`config.mk`:
```
export PLATFORM = sky130hd
export DESIGN_NAME = imm_gen_pipe_flat
export DESIGN_NICKNAME = d
export VERILOG_FILES = /design/src/rtl/imm_pkg.sv /design/src/rtl/imm_gen_pipe_if.sv /design/src/rtl/imm_decode.sv /design/src/rtl/imm_gen_pipe.sv /design/src/flat_wrapper.sv
export SDC_FILE = /design/constraint.sdc
export NUM_CORES = 1
export LEC_CHECK = 0
export ABC_AREA = 1
export CAP_MARGIN = 30
export CORE_MARGIN = 3
export CORE_UTILIZATION = 30
export CTS_CLUSTER_SIZE = 8
export DETAILED_ROUTE_END_ITERATION = 8
export PLACE_DENSITY = 0.61
export SYNTH_ARGS = -nofsm -noshare
export SYNTH_HDL_FRONTEND = slang
export SYNTH_SLANG_ARGS = --single-unit
```
`constraint.sdc`:
```
create_clock -name clk -period 2.3 [get_ports clk]
set_input_delay 0.23 -clock clk [delete_from_list [all_inputs] [get_ports clk]]
set_output_delay 0.23 -clock clk [all_outputs]
set_load 0.03 [all_outputs]
```
`src/rtl/imm_pkg.sv`:
```
// imm_pkg: immediate types, opcodes and funct3 shift codes (IMM_GEN_ZICSR_EN enables the CSR zimm type)
package imm_pkg;
  typedef enum logic [2:0] {
    IMM_NONE, IMM_I, IMM_S, IMM_B, IMM_J, IMM_CSR, IMM_U, IMM_SHIFT
  } imm_src_t;
  localparam logic [6:0] OP_LOAD   = 7'b0000011;
  localparam logic [6:0] OP_JALR   = 7'b1100111;
  localparam logic [6:0] OP_IMM    = 7'b0010011;
  localparam logic [6:0] OP_STORE  = 7'b0100011;
  localparam logic [6:0] OP_BRANCH = 7'b1100011;
  localparam logic [6:0] OP_JAL    = 7'b1101111;
  localparam logic [6:0] OP_LUI    = 7'b0110111;
  localparam logic [6:0] OP_AUIPC  = 7'b0010111;
  localparam logic [6:0] OP_IMM32  = 7'b0011011;
  localparam logic [6:0] OP_SYSTEM = 7'b1110011;
  localparam logic [2:0] F3_SLL    = 3'b001;
  localparam logic [2:0] F3_SR     = 3'b101;
endpackage

```
`src/rtl/imm_gen_pipe_if.sv`:
```
// imm_gen_pipe_if: instruction-in / immediate-out handshake bundle
interface imm_gen_pipe_if #(parameter int XLEN = 32);
  logic            in_valid;
  logic            in_ready;
  logic [31:0]     instr;
  logic [2:0]      imm_src;
  logic            out_valid;
  logic            out_ready;
  logic [XLEN-1:0] imm;
  logic [2:0]      imm_type;
  logic            illegal;
  modport master (output in_valid, instr, imm_src, out_ready,
                  input  in_ready, out_valid, imm, imm_type, illegal);
  modport slave  (input  in_valid, instr, imm_src, out_ready,
                  output in_ready, out_valid, imm, imm_type, illegal);
endinterface

```
`src/rtl/imm_decode.sv`:
```
// imm_decode: combinational type select and XLEN extension (IMM_GEN_ZICSR_EN enables CSR zimm)
module imm_decode
  import imm_pkg::*;
#(
  parameter int XLEN        = 32,
  parameter bit AUTO_DECODE = 0
) (
  input  logic [31:0]     i_instr,
  input  logic [2:0]      i_imm_src,
  output logic [XLEN-1:0] o_imm,
  output logic [2:0]      o_imm_type,
  output logic            o_illegal
);
  logic [6:0]      w_op;
  logic [2:0]      w_f3;
  logic            w_sh;
  logic            w_w32;
  logic            w_dec_ill;
  logic            w_shamt_ill;
  logic [5:0]      w_shamt;
  imm_src_t        w_type;
  logic [XLEN-1:0] w_imm;
  assign w_op  = i_instr[6:0];
  assign w_f3  = i_instr[14:12];
  assign w_sh  = (w_f3 == F3_SLL) || (w_f3 == F3_SR);
  // pick the immediate type, either from the select input or from the opcode
  always_comb begin
    w_type    = IMM_NONE;
    w_w32     = 1'b0;
    w_dec_ill = 1'b0;
    if (!AUTO_DECODE)
      w_type = imm_src_t'(i_imm_src);
    else
      case (w_op)
        OP_LOAD, OP_JALR:  w_type = IMM_I;
        OP_IMM:            w_type = w_sh ? IMM_SHIFT : IMM_I;
        OP_STORE:          w_type = IMM_S;
        OP_BRANCH:         w_type = IMM_B;
        OP_JAL:            w_type = IMM_J;
        OP_LUI, OP_AUIPC:  w_type = IMM_U;
        OP_IMM32:
          if (XLEN == 64 && w_sh) begin
            w_type = IMM_SHIFT;
            w_w32  = 1'b1;
          end else
            w_dec_ill = 1'b1;
`ifdef IMM_GEN_ZICSR_EN
        OP_SYSTEM:         w_type = w_f3[2] ? IMM_CSR : IMM_NONE;
`endif
        default:           w_dec_ill = 1'b1;
      endcase
  end
  // word shifts and RV32 only have a 5-bit shamt; bit 25 set there is illegal
  assign w_shamt     = (XLEN == 64 && !w_w32) ? i_instr[25:20] : {1'b0, i_instr[24:20]};
  assign w_shamt_ill = (XLEN == 32 || w_w32) && i_instr[25];
  // extend the selected field to XLEN
  always_comb begin
    w_imm = '0;
    case (w_type)
      IMM_I:     w_imm = XLEN'($signed(i_instr[31:20]));
      IMM_S:     w_imm = XLEN'($signed({i_instr[31:25], i_instr[11:7]}));
      IMM_B:     w_imm = XLEN'($signed({i_instr[31], i_instr[7], i_instr[30:25], i_instr[11:8], 1'b0}));
      IMM_J:     w_imm = XLEN'($signed({i_instr[31], i_instr[19:12], i_instr[20], i_instr[30:21], 1'b0}));
      IMM_U:     w_imm = XLEN'($signed({i_instr[31:12], 12'b0}));
      IMM_SHIFT: w_imm = w_shamt_ill ? '0 : XLEN'(w_shamt);
`ifdef IMM_GEN_ZICSR_EN
      IMM_CSR:   w_imm = XLEN'(i_instr[19:15]);
`endif
      default:   w_imm = '0;
    endcase
  end
  assign o_imm      = w_imm;
  assign o_imm_type = w_type;
  assign o_illegal  = w_dec_ill || (w_type == IMM_SHIFT && w_shamt_ill);
endmodule

```
`src/rtl/imm_gen_pipe.sv`:
```
// imm_gen_pipe: immediate decode behind a 2-entry registered skid buffer
module imm_gen_pipe
  import imm_pkg::*;
#(
  parameter int XLEN        = 32,
  parameter bit AUTO_DECODE = 0
) (
  input logic           clk,
  input logic           rst,
  imm_gen_pipe_if.slave bus
);
  localparam int W = XLEN + 4;
  logic [XLEN-1:0]     w_imm;
  logic [2:0]          w_type;
  logic                w_ill;
  logic                w_push;
  logic                w_pop;
  logic [1:0]          w_cnt_nxt;
  logic [1:0][W-1:0]   r_mem;
  logic                r_wr;
  logic                r_rd;
  logic [1:0]          r_cnt;
  logic                r_in_ready;
  imm_decode #(.XLEN(XLEN), .AUTO_DECODE(AUTO_DECODE)) u_dec (
    .i_instr   (bus.instr),
    .i_imm_src (bus.imm_src),
    .o_imm     (w_imm),
    .o_imm_type(w_type),
    .o_illegal (w_ill)
  );
  assign w_push    = bus.in_valid && r_in_ready;
  assign w_pop     = (r_cnt != 2'd0) && bus.out_ready;
  assign w_cnt_nxt = r_cnt + 2'(w_push) - 2'(w_pop);
  // the head slot is never the write slot while occupied, so stalled outputs hold
  always_ff @(posedge clk or posedge rst) begin
    if (rst) begin
      r_mem      <= '0;
      r_wr       <= 1'b0;
      r_rd       <= 1'b0;
      r_cnt      <= 2'd0;
      r_in_ready <= 1'b0;
    end else begin
      if (w_push) r_mem[r_wr] <= {w_imm, w_type, w_ill};
      if (w_push) r_wr <= ~r_wr;
      if (w_pop) r_rd <= ~r_rd;
      r_cnt      <= w_cnt_nxt;
      r_in_ready <= w_cnt_nxt != 2'd2;
    end
  end
  assign bus.in_ready = r_in_ready;
  assign bus.out_valid = r_cnt != 2'd0;
  assign {bus.imm, bus.imm_type, bus.illegal} = r_mem[r_rd];
endmodule

```
`src/flat_wrapper.sv`:
```
// flat-port wrapper written by rule: the top's interface ports become plain ports
module imm_gen_pipe_flat import imm_pkg::*;
#(
  parameter int XLEN        = 32,
  parameter bit AUTO_DECODE = 0
)
  (clk, rst, bus_in_valid, bus_instr, bus_imm_src, bus_out_ready, bus_in_ready, bus_out_valid, bus_imm, bus_imm_type, bus_illegal);
  imm_gen_pipe_if #(.XLEN(XLEN)) bus_i ();
  input logic clk;
  input logic rst;
  input wire logic [$bits(bus_i.in_valid)-1:0] bus_in_valid;
  input wire logic [$bits(bus_i.instr)-1:0] bus_instr;
  input wire logic [$bits(bus_i.imm_src)-1:0] bus_imm_src;
  input wire logic [$bits(bus_i.out_ready)-1:0] bus_out_ready;
  output wire logic [$bits(bus_i.in_ready)-1:0] bus_in_ready;
  output wire logic [$bits(bus_i.out_valid)-1:0] bus_out_valid;
  output wire logic [$bits(bus_i.imm)-1:0] bus_imm;
  output wire logic [$bits(bus_i.imm_type)-1:0] bus_imm_type;
  output wire logic [$bits(bus_i.illegal)-1:0] bus_illegal;
  assign bus_i.in_valid = bus_in_valid;
  assign bus_i.instr = bus_instr;
  assign bus_i.imm_src = bus_imm_src;
  assign bus_i.out_ready = bus_out_ready;
  assign bus_in_ready = bus_i.in_ready;
  assign bus_out_valid = bus_i.out_valid;
  assign bus_imm = bus_i.imm;
  assign bus_imm_type = bus_i.imm_type;
  assign bus_illegal = bus_i.illegal;
  imm_gen_pipe #(.XLEN(XLEN), .AUTO_DECODE(AUTO_DECODE)) u_core (.clk(clk), .rst(rst), .bus(bus_i));
endmodule
```
; Word-level counts from Yosys, hierarchy flattened
; Cells that the tools add are included.
[op_classes]
add_sub_neg = 2
order_cmp = 3
n_eq_ne = 7
muxes = 7
bitwise_logic = 2
reduce_logical = 5
[op_table]
columns = cell, count
row1 = $pmux 32 s6, 1
row2 = $mux 36, 3
row3 = $bwmux 72, 1
row4 = $demux 36 s1, 1
row5 = $eq 3x3->1 const B, 3
row6 = $eq 3x2->1 const B, 2
row7 = $mux 5, 1
row8 = $logic_and 1x1->1, 4
row9 = $lt 1x2->1 const B, 2
row10 = $eq 3x1->1 const B, 1
row11 = $add 2x1->2, 1
row12 = $ne 2x2->1 const B, 1
row13 = $not 1->1, 2
row14 = $reduce_bool 2->1, 1
row15 = $sub 2x1->2, 1
row16 = $ge 1x1->1 const B, 1
[word_totals]
ff_bits = 77
inputBits = 39
out_inout_bits = 38
elab_cells = 32

; Depth between registers and ports, before layout
[depth]
word_depth = 5
mapped_depth = 9
depth_no_buf = 8

; Modules after synthesis
; Synthesis repeated with hierarchy kept, for this count alone.
[unflattened]
hier_cells = 584
area_unflattened_um2 = 4575.6
[by_module_without_submodules]
columns = module, n_inst, cells_each, area_each_um2, seq_area_each_um2
row1 = imm_gen_pipe, 1, 421, 3697.3, 1926.8
row2 = imm_decode, 1, 163, 878.3, 0.0

; Worst setup path before layout
; OpenSTA, ideal clock, no wires.
[synth_path]
kind = reg-to-reg
start = register u_core.r_cnt[1]
end = register u_core.r_in_ready, in the netlist u_core.bus.in_ready
setup_ns = 0.125
arrival_time_ns = 1.598
required_ns = 2.175
slack_ns = 0.577
path_stages_with_launch = 9
path_buffers = 0
period_less_slack_ns = 1.723
path_cell_list = dfrtp_1 > or2_2 > nand2_1 > inv_1 > ha_1 > inv_1 > ha_1 > xnor2_1 > nand2_1
[synth_via]
elab_chain_cells = 4
word_cells_on_any_way = 5
classes_between = 2 x add/sub / 1 x eq/ne / 2 x reduce/logical
[synth_lines]
columns = element, line_no
row1 = start: declaration, imm_gen_pipe.sv:22  ; logic [1:0] r_cnt;
row2 = start signal: assignment, imm_gen_pipe.sv:46  ; r_cnt <= w_cnt_nxt;
row3 = $reduce_bool 2->1, --
row4 = net bus_out_valid, flat_wrapper.sv:16  ; output wire logic [$bits(bus_i.out_valid)-1:0] bus_out_valid;
row5 = $logic_and 1x1->1, imm_gen_pipe.sv:32  ; assign w_pop = (r_cnt != 2'd0) && bus.out_ready;
row6 = net u_core.w_pop, imm_gen_pipe.sv:17  ; logic w_pop;
row7 = $sub 2x1->2, imm_gen_pipe.sv:33  ; assign w_cnt_nxt = r_cnt + 2'(w_push) - 2'(w_pop);
row8 = net u_core.w_cnt_nxt[1], imm_gen_pipe.sv:18  ; logic [1:0] w_cnt_nxt;
row9 = $ne 2x2->1, imm_gen_pipe.sv:47  ; r_in_ready <= w_cnt_nxt != 2'd2;
row10 = end signal: assignment, imm_gen_pipe.sv:41  ; r_in_ready <= 1'b0;
row11 = end signal: assignment, imm_gen_pipe.sv:47
row12 = end: declaration, imm_gen_pipe.sv:23  ; logic r_in_ready;
; The timed path passes the listed nets, and every way through them passes these cells.
; A chain may end at the register's enable or synchronous reset.

; Final worst setup path
[layout_path]
start = register u_core.r_rd
end = output bus_imm[5]
[layout_via]
elab_chain_cells = 2
[layout_lines]
columns = element, line_no
row1 = start: declaration, imm_gen_pipe.sv:21  ; logic r_rd;
row2 = start signal: assignment, imm_gen_pipe.sv:45  ; if (w_pop) r_rd <= ~r_rd;
row3 = $mux 36 (not written as such) (2 in series), imm_gen_pipe.sv:52  ; assign {bus.imm, bus.imm_type, bus.illegal} = r_mem[r_rd];
row4 = end: declaration, flat_wrapper.sv:17  ; output wire logic [$bits(bus_i.imm)-1:0] bus_imm;
; Every way passes these cells. The select of a mux whose other input is x is not followed.

==> impl_metrics.ini <==
[global_route]
grt_usage_pct = 15.5
grt_antenna_before_repair = 0
grt-ovfl-total = 0
grt_max_degree = 78
grt_pass1_wl_mm = 18.1
grt_pass1_vias = 3637

[worst_setup_path]
reg2reg_from = u_core.r_cnt[1]$_DFF_PP0_
crit_arrival_ns = 1.87
critPathLaunchType = register
r2r_end = u_core.bus.in_ready$_DFF_PP0_
path_class = register to primary output
critPathRequiredTime_ns = 2.07
worstRegToRegCells = 8
worstPathMaxFanout = 19
end_kind = primary output
r2r_setup_slack_ns = 0.58

[timing]
hold_violations = 0
post-route-min-period_ns = 2.10
setup_viol = 0
setup_tns_ns = 0
drv_slew = 0
post-route-period-util_pct = 91.4
max_clock_freq_mhz = 476
skew_ns = 0.00371
worstMarginPinSlew_ns = 0.467
max-slew-margin-rel_pct = 68.8
rsz0062_at_grt = false

[route]
drc = 0
drt.antenna.violating_nets = 0
routedWlPerCell_um = 13.7
dr.pass1.iters = 4
via_per_inst = 4.64
drtIter0Drc = 334
wl_mm = 10.6
via_count = 3607

[min_path]
hold_path.class = input pin to async pin

[final_layout]
layout_common_cells = nand2_1 (288), dfrtp_1 (77), buf_4 (44), clkdlybuf4s50_1 (39), o21ai_0 (38)
fin_util_pct = 39.6
fill_cells = 1344
final_common_cell = nand2_1
multi_input_area_sq_mm = 0.00179
antenna_cells = 0
seq_area_sq_mm = 0.00193
drive_gt1_share_pct = 14.4
design_area_sq_mm = 0.00507
fin_cells = 777
fin_nets = 643
area_delta_synth_final_pct = 26.6

[clock_network]
postCtsSetupRepairBufs = 0
cts_tree = done
cts.sinks = 77
clk_path_buf_depth = 2
htreeDepth = 3
cts.clk_slew.worst_paths_ns = 0.06
cts_made_buffers = 9
postCtsHoldBufs = 0
clk-insertion-delay-late_ns = 0.33
clockRootBuffer = clkbuf_16

[floorplanning]
initial_core_util_pct = 31.2
core_sq_mm = 0.0128
die-area_sq_mm = 0.0148
core.rowCount = 41
io-pin-count = 77
die_w_um = 122
die_h_um = 122

[yosys]
synth-simple-area-share_pct = 36.7
synth_edf_count = 0
syn_area_sq_mm = 0.00401
synth_cell_types = 26
ys_seq_area_share_pct = 48.1
synthMuxAreaShare_pct = 0
synthAdderAreaFrac_pct = 0.625
synth_flop_cell = dfrtp_1
yosysWarnings = 0
netlist_instances = 539
async_flop_share_pct = 100
synth.avg_cell_area_sq_um = 7.43
synth_top_family_by_area = simple AND/OR/NAND/NOR gates
ys_ff_latch = 77
synth-compound-area-share_pct = 6.78
syn-num-nets = 580
synth_xor_area_share_pct = 0.656

[power]
power.total_uw = 7000
powerDensity_mw_per_mm2 = 1380
ir_worst_vdd_uv = 348
power.leakage_uw = 0.00275

[place]
io_buffers = 69
placed_cells = 763
hpwl_mm = 7.48
gp_congestion = 0.820
dpl_cell_area_sq_mm = 0.00479

[job]
cap_violations = 0

[run_status]
status = complete, no violations
cells by family (layout without fill, tap and decap cells):
group	count (synthesis)	in the layout
AOI/OAI and AO/OA	49	49
xor gates and xnor gates	3	3
adders and majority gates	2	2
buffers and inverters	60	126
DFF	77	77
and+or+nand+nor	348	348
per-stage QoR:
stage               hold WS, ns  setup WS [ns]
finish                    0.303          0.197
detailed placement        0.465          0.268
floorplan                 0.391          0.103
global placement          0.461          0.295
global route              0.367         0.0689
CTS                       0.330         0.0705
per-layer routing:
layer,global-route usage [%],up-vias,wire [um]
met5,0,-,0
met4,6.72,0,224
met3,3.95,14,703
met2,24.1,88,4880
met1,20.6,1699,4820
li1,-,1806,-
critical path, stage by stage, from the launching register on:
cell and delay (ns):
dfrtp_1 0.41, buf_4 0.28, nand2_1 0.07, nand2_1 0.09, clkdlybuf4s50_1 0.67
how the worst max path moves through the flow:
stage                                  from                             to  depth (start not counted)
floorplan                               rst  u_core.bus.in_ready$_DFF_PP0_                          1
global placement             bus_imm_src[1]   u_core.r_mem[70]$_DFFE_PP0P_                          8
detailed placement           bus_imm_src[1]   u_core.r_mem[70]$_DFFE_PP0P_                          8
CTS                 u_core.r_rd$_DFFE_PP0P_                     bus_imm[5]                          4
global route        u_core.r_rd$_DFFE_PP0P_                    bus_imm[10]                          4
finish              u_core.r_rd$_DFFE_PP0P_                     bus_imm[5]                          4
final cells by class:
cell class / count / share of cell area (%)
Sequential cell: 77 / 38.0
Clock inverter: 2 / 0.691
Multi-Input combinational cell: 402 / 35.4
Clock buffer: 12 / 4.86
Timing Repair Buffer: 84 / 14.6
Inverter: 28 / 2.24
Tap cell: 172 / 4.24
synthesized netlist by cell type, types with 5 or more instances:
| master | count | area (sq um) |
|---|---|---|
| buf_2 | 7 | 35.0 |
| clkbuf_1 | 17 | 63.8 |
| nor2_1 | 5 | 18.8 |
| o21ai_0 | 38 | 190 |
| inv_1 | 22 | 82.6 |
| nand3_2 | 14 | 140 |
| dfrtp_1 | 77 | 1930 |
| nand3_1 | 24 | 120 |
| nand4_1 | 9 | 56.3 |
| nand2_1 | 288 | 1080 |
| o21bai_1 | 8 | 60.1 |
flip-flops by register name, indices dropped and copies added, names as in the netlist:
signal / cells
u_core.bus.in_ready: 1
u_core.r_wr: 1
u_core.r_rd: 1
u_core.r_cnt: 2
u_core.r_mem: 72
timing repair:
| item | 4_1_cts | 5_1_grt |
|---|---|---|
| endpoints found under the setup margin | 0 | 6 |
| hold endpoints to repair | 0 | 0 |
| resized for setup | 0 | 1 |
where the power goes:
part	switching (uW)	total [uW]	internal (uW)	leakage, uW
registers	311	2290	1980	0.000995
logic	2160	3340	1180	0.00162
clock network	506	1360	856	0.000139
total	2980	7000	4020	0.00275
No activity file was read; power rests on OpenSTA's default activity.
